--- src/rtl/cache_mem_arbiter_if.sv ---
// Bus bundle between the two L1 caches, the arbiter and the cacheline adaptor.
// The slave view belongs to the arbiter. The master view belongs to its environment.
interface cache_mem_arbiter_if #(
    parameter int ADDR_W = 32,
    parameter int LINE_W = 256
);
    logic              icache_read;
    logic [ADDR_W-1:0] icache_addr;
    logic [LINE_W-1:0] icache_rdata;
    logic              icache_resp;

    logic              dcache_read;
    logic              dcache_write;
    logic [ADDR_W-1:0] dcache_addr;
    logic [LINE_W-1:0] dcache_wdata;
    logic [LINE_W-1:0] dcache_rdata;
    logic              dcache_resp;

    logic              pmem_read;
    logic              pmem_write;
    logic [ADDR_W-1:0] pmem_addr;
    logic [LINE_W-1:0] pmem_wdata;
    logic [LINE_W-1:0] pmem_rdata;
    logic              pmem_resp;

    modport slave (
        input  icache_read, icache_addr,
        input  dcache_read, dcache_write, dcache_addr, dcache_wdata,
        input  pmem_rdata, pmem_resp,
        output icache_rdata, icache_resp,
        output dcache_rdata, dcache_resp,
        output pmem_read, pmem_write, pmem_addr, pmem_wdata
    );

    modport master (
        output icache_read, icache_addr,
        output dcache_read, dcache_write, dcache_addr, dcache_wdata,
        output pmem_rdata, pmem_resp,
        input  icache_rdata, icache_resp,
        input  dcache_rdata, dcache_resp,
        input  pmem_read, pmem_write, pmem_addr, pmem_wdata
    );
endinterface

--- src/rtl/cache_mem_arbiter.sv ---
// Arbitrates instruction and data cache line transactions onto a single
// cacheline adaptor port. Contended grants alternate between the two sides.
module cache_mem_arbiter #(
    parameter int ADDR_W = 32,
    parameter int LINE_W = 256
) (
    input  logic                clk,
    input  logic                rst,
    cache_mem_arbiter_if.slave  bus
);
    localparam logic [1:0] IDLE    = 2'd0;
    localparam logic [1:0] SERVE_I = 2'd1;
    localparam logic [1:0] SERVE_D = 2'd2;
    localparam logic [1:0] DONE    = 2'd3;

    localparam logic GRANT_I = 1'b0;
    localparam logic GRANT_D = 1'b1;

    logic [1:0]        state;
    logic              last_grant;
    logic              pmem_read_q;
    logic              pmem_write_q;
    logic [ADDR_W-1:0] pmem_addr_q;
    logic [LINE_W-1:0] pmem_wdata_q;

    logic i_req;
    logic d_req;
    logic grant_i;

    // Request decode: icache wins when alone or when dcache was served last.
    always_comb begin
        i_req   = bus.icache_read;
        d_req   = bus.dcache_read | bus.dcache_write;
        grant_i = i_req & (~d_req | (last_grant == GRANT_D));
    end

    // FSM, grant history and registered adaptor request/address/data.
    always_ff @(posedge clk) begin
        if (rst) begin
            state        <= IDLE;
            last_grant   <= GRANT_D;
            pmem_read_q  <= 1'b0;
            pmem_write_q <= 1'b0;
            pmem_addr_q  <= '0;
            pmem_wdata_q <= '0;
        end else begin
            case (state)
                IDLE: begin
                    if (grant_i) begin
                        state        <= SERVE_I;
                        last_grant   <= GRANT_I;
                        pmem_read_q  <= 1'b1;
                        pmem_write_q <= 1'b0;
                        pmem_addr_q  <= bus.icache_addr;
                    end else if (d_req) begin
                        // A simultaneous read and write is a writeback.
                        state        <= SERVE_D;
                        last_grant   <= GRANT_D;
                        pmem_read_q  <= ~bus.dcache_write;
                        pmem_write_q <= bus.dcache_write;
                        pmem_addr_q  <= bus.dcache_addr;
                        if (bus.dcache_write) begin
                            pmem_wdata_q <= bus.dcache_wdata;
                        end
                    end
                end
                SERVE_I, SERVE_D: begin
                    if (bus.pmem_resp) begin
                        state        <= DONE;
                        pmem_read_q  <= 1'b0;
                        pmem_write_q <= 1'b0;
                    end
                end
                default: begin
                    // DONE gives the owner one cycle to drop its request.
                    state <= IDLE;
                end
            endcase
        end
    end

    // Fill data is broadcast; responses are steered to the current owner.
    always_comb begin
        bus.icache_rdata = bus.pmem_rdata;
        bus.dcache_rdata = bus.pmem_rdata;
        bus.icache_resp  = (state == SERVE_I) & bus.pmem_resp;
        bus.dcache_resp  = (state == SERVE_D) & bus.pmem_resp;
        bus.pmem_read    = pmem_read_q;
        bus.pmem_write   = pmem_write_q;
        bus.pmem_addr    = pmem_addr_q;
        bus.pmem_wdata   = pmem_wdata_q;
    end
endmodule

--- src/flat_wrapper.sv ---
// flat-port wrapper written by rule: the top's interface ports become plain ports
module cache_mem_arbiter_flat 
#(
    parameter int ADDR_W = 32,
    parameter int LINE_W = 256
)
  (clk, rst, bus_icache_read, bus_icache_addr, bus_dcache_read, bus_dcache_write, bus_dcache_addr, bus_dcache_wdata, bus_pmem_rdata, bus_pmem_resp, bus_icache_rdata, bus_icache_resp, bus_dcache_rdata, bus_dcache_resp, bus_pmem_read, bus_pmem_write, bus_pmem_addr, bus_pmem_wdata);
  cache_mem_arbiter_if #(.ADDR_W(ADDR_W), .LINE_W(LINE_W)) bus_i ();
  input  logic clk;
  input  logic rst;
  input wire logic [$bits(bus_i.icache_read)-1:0] bus_icache_read;
  input wire logic [$bits(bus_i.icache_addr)-1:0] bus_icache_addr;
  input wire logic [$bits(bus_i.dcache_read)-1:0] bus_dcache_read;
  input wire logic [$bits(bus_i.dcache_write)-1:0] bus_dcache_write;
  input wire logic [$bits(bus_i.dcache_addr)-1:0] bus_dcache_addr;
  input wire logic [$bits(bus_i.dcache_wdata)-1:0] bus_dcache_wdata;
  input wire logic [$bits(bus_i.pmem_rdata)-1:0] bus_pmem_rdata;
  input wire logic [$bits(bus_i.pmem_resp)-1:0] bus_pmem_resp;
  output wire logic [$bits(bus_i.icache_rdata)-1:0] bus_icache_rdata;
  output wire logic [$bits(bus_i.icache_resp)-1:0] bus_icache_resp;
  output wire logic [$bits(bus_i.dcache_rdata)-1:0] bus_dcache_rdata;
  output wire logic [$bits(bus_i.dcache_resp)-1:0] bus_dcache_resp;
  output wire logic [$bits(bus_i.pmem_read)-1:0] bus_pmem_read;
  output wire logic [$bits(bus_i.pmem_write)-1:0] bus_pmem_write;
  output wire logic [$bits(bus_i.pmem_addr)-1:0] bus_pmem_addr;
  output wire logic [$bits(bus_i.pmem_wdata)-1:0] bus_pmem_wdata;
  assign bus_i.icache_read = bus_icache_read;
  assign bus_i.icache_addr = bus_icache_addr;
  assign bus_i.dcache_read = bus_dcache_read;
  assign bus_i.dcache_write = bus_dcache_write;
  assign bus_i.dcache_addr = bus_dcache_addr;
  assign bus_i.dcache_wdata = bus_dcache_wdata;
  assign bus_i.pmem_rdata = bus_pmem_rdata;
  assign bus_i.pmem_resp = bus_pmem_resp;
  assign bus_icache_rdata = bus_i.icache_rdata;
  assign bus_icache_resp = bus_i.icache_resp;
  assign bus_dcache_rdata = bus_i.dcache_rdata;
  assign bus_dcache_resp = bus_i.dcache_resp;
  assign bus_pmem_read = bus_i.pmem_read;
  assign bus_pmem_write = bus_i.pmem_write;
  assign bus_pmem_addr = bus_i.pmem_addr;
  assign bus_pmem_wdata = bus_i.pmem_wdata;
  cache_mem_arbiter #(.ADDR_W(ADDR_W), .LINE_W(LINE_W)) u_core (.clk(clk), .rst(rst), .bus(bus_i));
endmodule
--- config.mk ---
export PLATFORM = sky130hd
export DESIGN_NAME = cache_mem_arbiter_flat
export DESIGN_NICKNAME = d
export VERILOG_FILES = /design/src/rtl/cache_mem_arbiter_if.sv /design/src/rtl/cache_mem_arbiter.sv /design/src/flat_wrapper.sv
export SDC_FILE = /design/constraint.sdc
export NUM_CORES = 1
export LEC_CHECK = 0
export CORE_AREA = 2 2 534 536
export CTS_BUF_LIST = sky130_fd_sc_hd__clkbuf_16
export DETAILED_ROUTE_END_ITERATION = 8
export DIE_AREA = 0 0 536 538
export PLACE_DENSITY = 0.3
export SLEW_MARGIN = 20
export SYNTH_ARGS = -nofsm -noshare
export SYNTH_HDL_FRONTEND = slang
export SYNTH_SLANG_ARGS = --single-unit
export TNS_END_PERCENT = 5
--- constraint.sdc ---
create_clock -name clk -period 2.05 [get_ports clk]
set_input_delay 0.3075 -clock clk [delete_from_list [all_inputs] [get_ports clk]]
set_output_delay 0.3075 -clock clk [all_outputs]
set_load 0.02 [all_outputs]
Word level (Yosys, flattened, before mapping)
Index checks and enable logic that the tools add are counted.
- flip-flop bits (word level): 293
- output and inout port bits: 804
- word-level logic and storage cells: 41
- equality and inequality tests: 4
- mux-type cells: 15
- bitwise operators: 8
- reduce and logical (&&, ||, !) cells: 8
- operators by type and width (cell ; count):
    32-bit two-way mux ; 2
    1-bit two-way mux ; 7
    2-bit two-way mux ; 3
    1-bit one-hot mux with 2 select lines ; 2
    2-bit one-hot mux with 2 select lines ; 1
    2-bit AND reduction ; 2
    4-bit AND reduction ; 1
    2-bit nonzero test ; 2
    1-bit bitwise AND ; 3
    3-bit by 1-bit inequality test with 1-bit output (second input constant) ; 1
    1-bit NOT ; 3
    3-bit AND reduction ; 1
    2-bit by 1-bit equality test with 1-bit output (second input constant) ; 1
    2-bit equality test (second input constant) ; 1
    2-bit zero test ; 1
    2-bit inequality test (second input constant) ; 1
    1-bit bitwise OR ; 2
    2-bit OR reduction ; 1

Logic depth before layout (Yosys ltp)
Gate-level depths: netlist (run 1).
- depth in word-level cells: 6
- gate-level depth with buffers: 8
- gate-level depth less buffers: 5

Least setup slack after synthesis (run 1)
No wires, ideal clock.
- path type: flip-flop to flip-flop
- start: reg u_core.state[0]
- end: reg u_core.state[1]
- setup time: 0.083 ns
- data arrival time: 1.539 ns
- data required time: 1.967 ns
- slack: 0.428 ns
- stages on the path, launching flop included: 7
- clock period less this slack: 1.622 ns
- cell sequence: dfxtp_1 > inv_1 > ha_1 > buf_6 > nor4b_1 > or4_1 > o221ai_1
- longest elaborated chain between the ends: 4
- elaborated cells on any way between the ends: 8
- RTL lines (element ; line ; text):
    start, declared ; cache_mem_arbiter.sv:19 ; logic [1:0] state;
    start signal, assigned ; cache_mem_arbiter.sv:40 ; state <= IDLE;
    start signal, assigned ; cache_mem_arbiter.sv:50 ; state <= SERVE_I;
    start signal, assigned ; cache_mem_arbiter.sv:57 ; state <= SERVE_D;
    2-bit equality test / 2-bit by 1-bit equality test with 1-bit output (equally long branches) ; cache_mem_arbiter.sv:47 ; case (state)
    2-bit OR reduction ; cache_mem_arbiter.sv:47 ;
    2-bit inequality test (no line) ; -- ;
    2-bit AND reduction (no line) ; -- ;
Several ways; a longest one is shown, not always the timed one.
A chain may end at the register's enable or synchronous reset.

Worst setup path in the final report (run 1)
- start: reg u_core.pmem_wdata_q[85] (netlist: u_core.bus.pmem_wdata[85])
- end: out bus_pmem_wdata[85]
- RTL lines (element ; line ; text):
    start, declared ; cache_mem_arbiter.sv:24 ; logic [LINE_W-1:0] pmem_wdata_q;
    start signal, assigned ; cache_mem_arbiter.sv:63 ; pmem_wdata_q <= bus.dcache_wdata;
    end, declared ; flat_wrapper.sv:26 ; output wire logic [$bits(bus_i.pmem_wdata)-1:0] bus_pmem_wdata;
No word-level cell between the ends.

==> results of run 1 <==
registers in the layout, indices dropped and copies added (netlist names):
signal                 count
u_core.bus.pmem_addr      32
u_core.bus.pmem_read       1
u_core.bus.pmem_wdata    256
u_core.last_grant          1
u_core.bus.pmem_write      1
u_core.state               2
per-layer routing:
metal,vias up,global-route usage [%],routed length [um]
li1,6207,-,-
met1,6640,9.082,47830
met2,1039,15.34,65390
met3,441,10.92,36590
met4,6,6.230,10140
met5,-,0.3289,168
synth_stat cells:
| cell | count | share of area [%] |
|---|---|---|
| buf_4 | 523 | 26 |
| dfxtp_1 | 293 | 38 |
| nand3_1 | 288 | 9.4 |
| o21ai_0 | 285 | 9.3 |
| a21oi_1 | 256 | 8.4 |
| clkbuf_1 | 114 | 2.8 |
| nor2_1 | 34 | 0.84 |
| a311oi_1 | 32 | 1.8 |
| buf_2 | 26 | 0.85 |
| buf_1 | 12 | 0.30 |
| nand2b_1 | 5 | 0.20 |
| ha_1 | 4 | 0.33 |
| o21ai_1 | 4 | 0.13 |
| buf_6 | 3 | 0.22 |
| inv_1 | 3 | 0.074 |
| and2_1 | 2 | 0.082 |
| mux2i_1 | 2 | 0.13 |
| nand2_1 | 2 | 0.049 |
| o32ai_1 | 2 | 0.11 |
| or4_1 | 2 | 0.098 |
| a21bo_2 | 1 | 0.066 |
| a21boi_2 | 1 | 0.074 |
| a31oi_1 | 1 | 0.041 |
| inv_2 | 1 | 0.025 |
| nor2b_1 | 1 | 0.041 |
| nor3_1 | 1 | 0.033 |
| nor4b_1 | 1 | 0.057 |
| o21ba_2 | 1 | 0.066 |
| o21bai_2 | 1 | 0.074 |
| o221ai_1 | 1 | 0.057 |
| o31a_1 | 1 | 0.057 |
power by group:
part	switching, W	internal, W	total [W]
logic	0.00729	0.00344	0.0107
registers	0.000623	0.00667	0.00730
clock network	0.00369	0.00477	0.00845
per-stage QoR:
step	utilization [%]	instance area [sq um]	instances
final	8.413	23830	5780
after global routing	8.406	23810	5772
after CTS	8.405	23810	5771
after detailed placement	7.904	22390	5683
after global placement	7.904	22390	5683
after floorplan	-	15260	1903
layout make-up:
type                            count  share of cell area [%]
Clock inverter                     39                   1.386
Timing Repair Buffer              697                   28.59
Inverter                            4                 0.09451
Sequential cell                   293                   24.64
Multi-Input combinational cell    928                   20.40
Antenna cell                        9                 0.09451
Clock buffer                       48                   5.040
Tap cell                         3762                   19.75
timing repair:
item | in CTS | in global routing
pin swaps | 1 | 0
hold endpoints to repair | 11 | 0
hold buffers | 1 | 0
setup endpoints to repair | 141 | 5
resized for setup | 167 | 5
worst max path at each step:
stage                                                 from                                     to  slack [ns]  cells after the start
CTS                 u_core.bus.pmem_wdata[55]$_SDFFE_PP0P_                     bus_pmem_wdata[55]      0.0002                      1
floorplan                     u_core.state[0]$_SDFFE_PP0P_           u_core.state[1]$_SDFFE_PP0P_        0.43                      6
finish              u_core.bus.pmem_wdata[85]$_SDFFE_PP0P_                     bus_pmem_wdata[85]        0.05                      1
global route          u_core.bus.pmem_addr[7]$_SDFFE_PP0P_                       bus_pmem_addr[7]       0.003                      1
global placement                          bus_dcache_write  u_core.bus.pmem_addr[31]$_SDFFE_PP0P_       -0.35                      7
detailed placement                        bus_dcache_write  u_core.bus.pmem_addr[31]$_SDFFE_PP0P_       -0.39                      7
kinds of logic after synthesis:
| kind of cell | Yosys count | synth area share, % |
|---|---|---|
| buffers and inverters | 682 | 30.00 |
| AOI/OAI and AO/OA | 586 | 20.26 |
| and+or+nand+nor | 336 | 10.85 |
| DFF | 293 | 38.44 |
| adders and majority gates | 4 | 0.3280 |
| muxes | 2 | 0.1312 |
layout by cell type (no fill, tap or decap), types with 3 or more instances in the layout:
master	n
nand2b_1	5
clkbuf_16	48
ha_1	3
clkinv_2	5
nor2_1	34
buf_12	35
o21ai_1	4
clkdlybuf4s50_1	373
dfxtp_1	291
clkinv_1	6
diode_2	9
clkdlybuf4s15_1	11
buf_4	150
a21oi_1	256
nand3_1	286
o21ai_0	285
dlygate4sd2_1	115
clkinvlp_4	5
inv_1	13
a311oi_1	32
bufinv_16	4
clkdlybuf4s15_2	8
clkinv_4	3
==> out/qor.txt, run 1 <==
Max incr delay on CP: 0.69 ns
Syn nets: 2489
Vias in the first global route: 14.63k
CTS root buf: clkbuf_16
Number of DRC markers in iteration 0: 852
Placement Setup Slack: -0.3923 ns
Minimum clock period after layout: 1.996 ns
MaxCap Viol Count: 0
Mapped Cells: 1903
Worst-path clk slew: 0.06 ns
CTS tree: built
Reg2reg path depth: 7
Seq. cell area: 5871 sq um
Via count: 14.33k
Setup TNS: 0 ns
Initial Util: 5.388%
Post-route DRC: 0
RSZ-0062 raised after global routing: false
RR Endpoint: u_core.bus.pmem_wdata[78]$_SDFFE_PP0P_
Yosys warnings: 0
Antenna violations before repair: 35
DRT antenna net count: 0
Die H: 538 um
Worst r2r src: u_core.state[1]$_SDFFE_PP0P_
Boundary pin count: 1386
Register area share after synthesis: 38.44%
Clock skew: 0.07871 ns
CP required: 1.74 ns
HP Start: bus_dcache_wdata[0]
GP Congestion: 0.8151
Clk_lat worst skew: 0.72 ns
Critical path endpoint category: output pin
Post-synthesis instance area: 15260 sq um
CTS max path bufs: 3
Avg WL per Cell: 27.70 um
Lkg Pwr: 7.705 nW
Multi-input logic area: 4862 sq um
Max FO, Critical Path: 2
Final setup violation count: 0
Dpl hpwl: 137.0 mm
Tot GR Track Use: 10.61%
WS Path Type: flip-flop to output pin
Final Power: 0.02649 W
Drt first pass iters: 5
Remaining Overflow, GRT: 0
Row count: 196
Area grow syn2layout: 56.15%
Tcrit/Tclk final: 97.39%
Min-Delay Path Class: input port to flip-flop
Peak Freq: 500.9 MHz
Share of layout cells above drive strength 1: 13.89%
Die Area: 288400 sq um
Global-route wire length before repair: 191.2 mm
R2R Setup Slk: 0.15 ns
Worst endpoint data arrival time: 1.69 ns
CTS sink count: 293
Status: finished clean
Post-CTS setup buffer count: 0
Cell family with most CP delay: buffers and inverters
Port-buffer cells: 617
CTS buffer count: 48
Fin. max-slew vios: 0
Pin count of the biggest net entering global routing: 99
Post-DR vias/cell: 2.480
Final worst setup slack: 0.05359 ns
Final hold slack: 0.1610 ns
Final-report hold violation count: 0
Least-Margin Pin Slew: 0.6304 ns
Worst Hold End: u_core.bus.pmem_wdata[0]$_SDFFE_PP0P_
Core ar.: 283200 sq um
P per Cell Area: 1111 nW/um^2
Final Routed Wirelength: 160.1 mm
Buffers & Inverters on Critical Path: 1
# fillers: 33.07k
Critical path startpoint category: flip-flop
CP cell instances: clkdlybuf4s50_1
Register bit total from synthesis: 293
Die W: 536 um
# H-tree levels: 2
Max IR drop VDD: 748.6 uV
Crit-path slowest cell: clkdlybuf4s50_1
Hold Path Cell Cnt: 3
Max-slew headroom: 58.14%
Avg Cell Area, Syn: 8.019 sq um
Final net count: 2558
Post-synthesis cell type count: 31
Note: power is estimated with default switching activity, not from simulation.
==> run 2, diff against run 1 <==
--- a/config.mk
+++ b/config.mk
@@ -9,6 +9,7 @@
 export CTS_BUF_LIST = sky130_fd_sc_hd__clkbuf_16
 export DETAILED_ROUTE_END_ITERATION = 8
 export DIE_AREA = 0 0 536 538
+export MAX_ROUTING_LAYER = met4
 export PLACE_DENSITY = 0.3
 export SLEW_MARGIN = 20
 export SYNTH_ARGS = -nofsm -noshare
==> out/qor.txt, run 2 (same netlist as run 1, synthesis figures left out) <==
Commonest cells after routing, fill and taps aside: clkdlybuf4s50_1, dfxtp_1, nand3_1
Max IR drop VDD: 753.8 uV
Tcrit/Tclk final: 97.70%
CTS tree: built
Fin. max-slew vios: 0
Final Routed Wirelength: 159.8 mm
Global-route wire length before repair: 191.0 mm
Area grow syn2layout: 56.13%
Worst Hold End: u_core.bus.pmem_wdata[0]$_SDFFE_PP0P_
Drt first pass iters: 6
Boundary pin count: 1386
# H-tree levels: 2
Post-DR vias/cell: 2.476
Min-Delay Path Class: input port to flip-flop
Final worst setup slack: 0.04723 ns
Via count: 14.31k
Max-slew headroom: 58.61%
Sequential share of power: 27.6%
Hold Path Cell Cnt: 3
Number of DRC markers in iteration 0: 837
Antenna violations before repair: 36
Status: finished clean
Clock Power Share: 31.9%
Largest register FFs: 256
CTS max path bufs: 3
Switching Share: 43.76%
Avg WL per Cell: 27.66 um
CTS root buf: clkbuf_16
Post-route insts no fill: 5779
P per Cell Area: 1111 nW/um^2
Comb power frac: 40.5%
Dpl hpwl: 137.0 mm
Least-Margin Pin Slew: 0.6233 ns
Die Area: 288400 sq um
Worst setup path start: u_core.bus.pmem_wdata[141]$_SDFFE_PP0P_
Die H: 538 um
Share of layout cells above drive strength 1: 13.89%
Reg2reg path depth: 7
R2R Setup Slk: 0.15 ns
Lkg Pwr: 7.709 nW
RSZ-0062 raised after global routing: false
Minimum clock period after layout: 2.003 ns
Placement Setup Slack: -0.3923 ns
Tot GR Track Use: 10.91%
Max FO, Critical Path: 2
Crit-path slowest cell: clkdlybuf4s15_1
Worst r2r src: u_core.state[1]$_SDFFE_PP0P_
Buffers & Inverters on Critical Path: 1
Port-buffer cells: 617
Cells after DPL: 5683
MaxCap Viol Count: 0
HP Start: bus_dcache_wdata[0]
WS Path Type: flip-flop to output pin
Clock skew: 0.07281 ns
CP required: 1.74 ns
Cell family with most CP delay: buffers and inverters
CTS sink count: 293
Most common cell after layout, fill and taps aside: clkdlybuf4s50_1
Critical path endpoint category: output pin
Final setup violation count: 0
Worst endpoint data arrival time: 1.70 ns
Clk_lat worst skew: 0.71 ns
Final-report hold violation count: 0
Worst-path clk slew: 0.06 ns
Internal Power: 0.01488 W
RR Endpoint: u_core.bus.pmem_wdata[78]$_SDFFE_PP0P_
Pin count of the biggest net entering global routing: 99
Remaining Overflow, GRT: 0
Peak Freq: 499.3 MHz
Die W: 536 um
Core ar.: 283200 sq um
Max incr delay on CP: 0.58 ns
CP cell instances: clkdlybuf4s15_1
Final net count: 2558
Util after Layout: 8.412%
Post-route DRC: 0
Initial Util: 5.388%
CTS buffer count: 48
Vias in the first global route: 14.64k
GP Congestion: 0.8272
Critical path startpoint category: flip-flop
Row count: 196
DRT antenna net count: 0
Psw: 0.01158 W
[run 2: cell types whose count changed in the layout (fill, tap and decap cells not counted), sizes merged]
cell	previous run	this run
clkdlybuf4s15	19	18
dlygate4sd2	115	116
diode	9	8
[run 2: metal layers]
metal,wire (um),global-route usage (%)
met2,65730,15.45
met1,48310,9.178
met3,36040,10.74
met4,9748,6.043
met5,0,-
[run 2: power by group through the flow]
stage	registers, W	clock network (W)	logic, W
final	0.00729	0.00845	0.0107
after global routing	0.00742	0.00905	0.0118
after CTS	0.00732	0.00893	0.0113
after detailed placement	0.00742	0	0.0115
after global placement	0.00740	0	0.0115
after floorplan	0.00836	0	0.00483
[run 2: worst max-delay path by stage]
stage | depth (start not counted) | endpoint | slack (ns)
CTS | 1 | bus_pmem_wdata[55] | 0.0002
floorplan | 6 | u_core.state[1]$_SDFFE_PP0P_ | 0.43
global placement | 7 | u_core.bus.pmem_addr[31]$_SDFFE_PP0P_ | -0.35
detailed placement | 7 | u_core.bus.pmem_addr[31]$_SDFFE_PP0P_ | -0.39
finish | 1 | bus_pmem_wdata[141] | 0.05
global route | 1 | bus_pmem_wdata[149] | 0.009
[run 2: layout make-up]
cell class	count	area (sq um)
Inverter	4	22.52
Multi-Input combinational cell	928	4862
Sequential cell	293	5871
Antenna cell	8	20.02
Timing Repair Buffer	697	6813
Clock buffer	48	1201
Tap cell	3762	4707
Clock inverter	39	330.3
Fill cell	33080	259400
[run 2: what timing repair did]
action	in CTS	in global routing
setup endpoints to repair	141	4
endpoints found under the hold margin	11	0
pin swaps	1	0
gates cloned	0	0
resized for setup	167	4
hold buffers	1	0
buffers inserted	0	0
[run 2: stage by stage]
stage,power [W],setup TNS (ns),hold slack [ns],area [sq um]
after detailed placement,0.01895,-14.94,0.4669,22390
after floorplan,0.01319,0,0.4552,15260
final,0.02647,0,0.1681,23830
after global routing,0.02827,0,0.1100,23810
after global placement,0.01894,-13.62,0.4620,22390
after CTS,0.02751,0,0.05626,23810
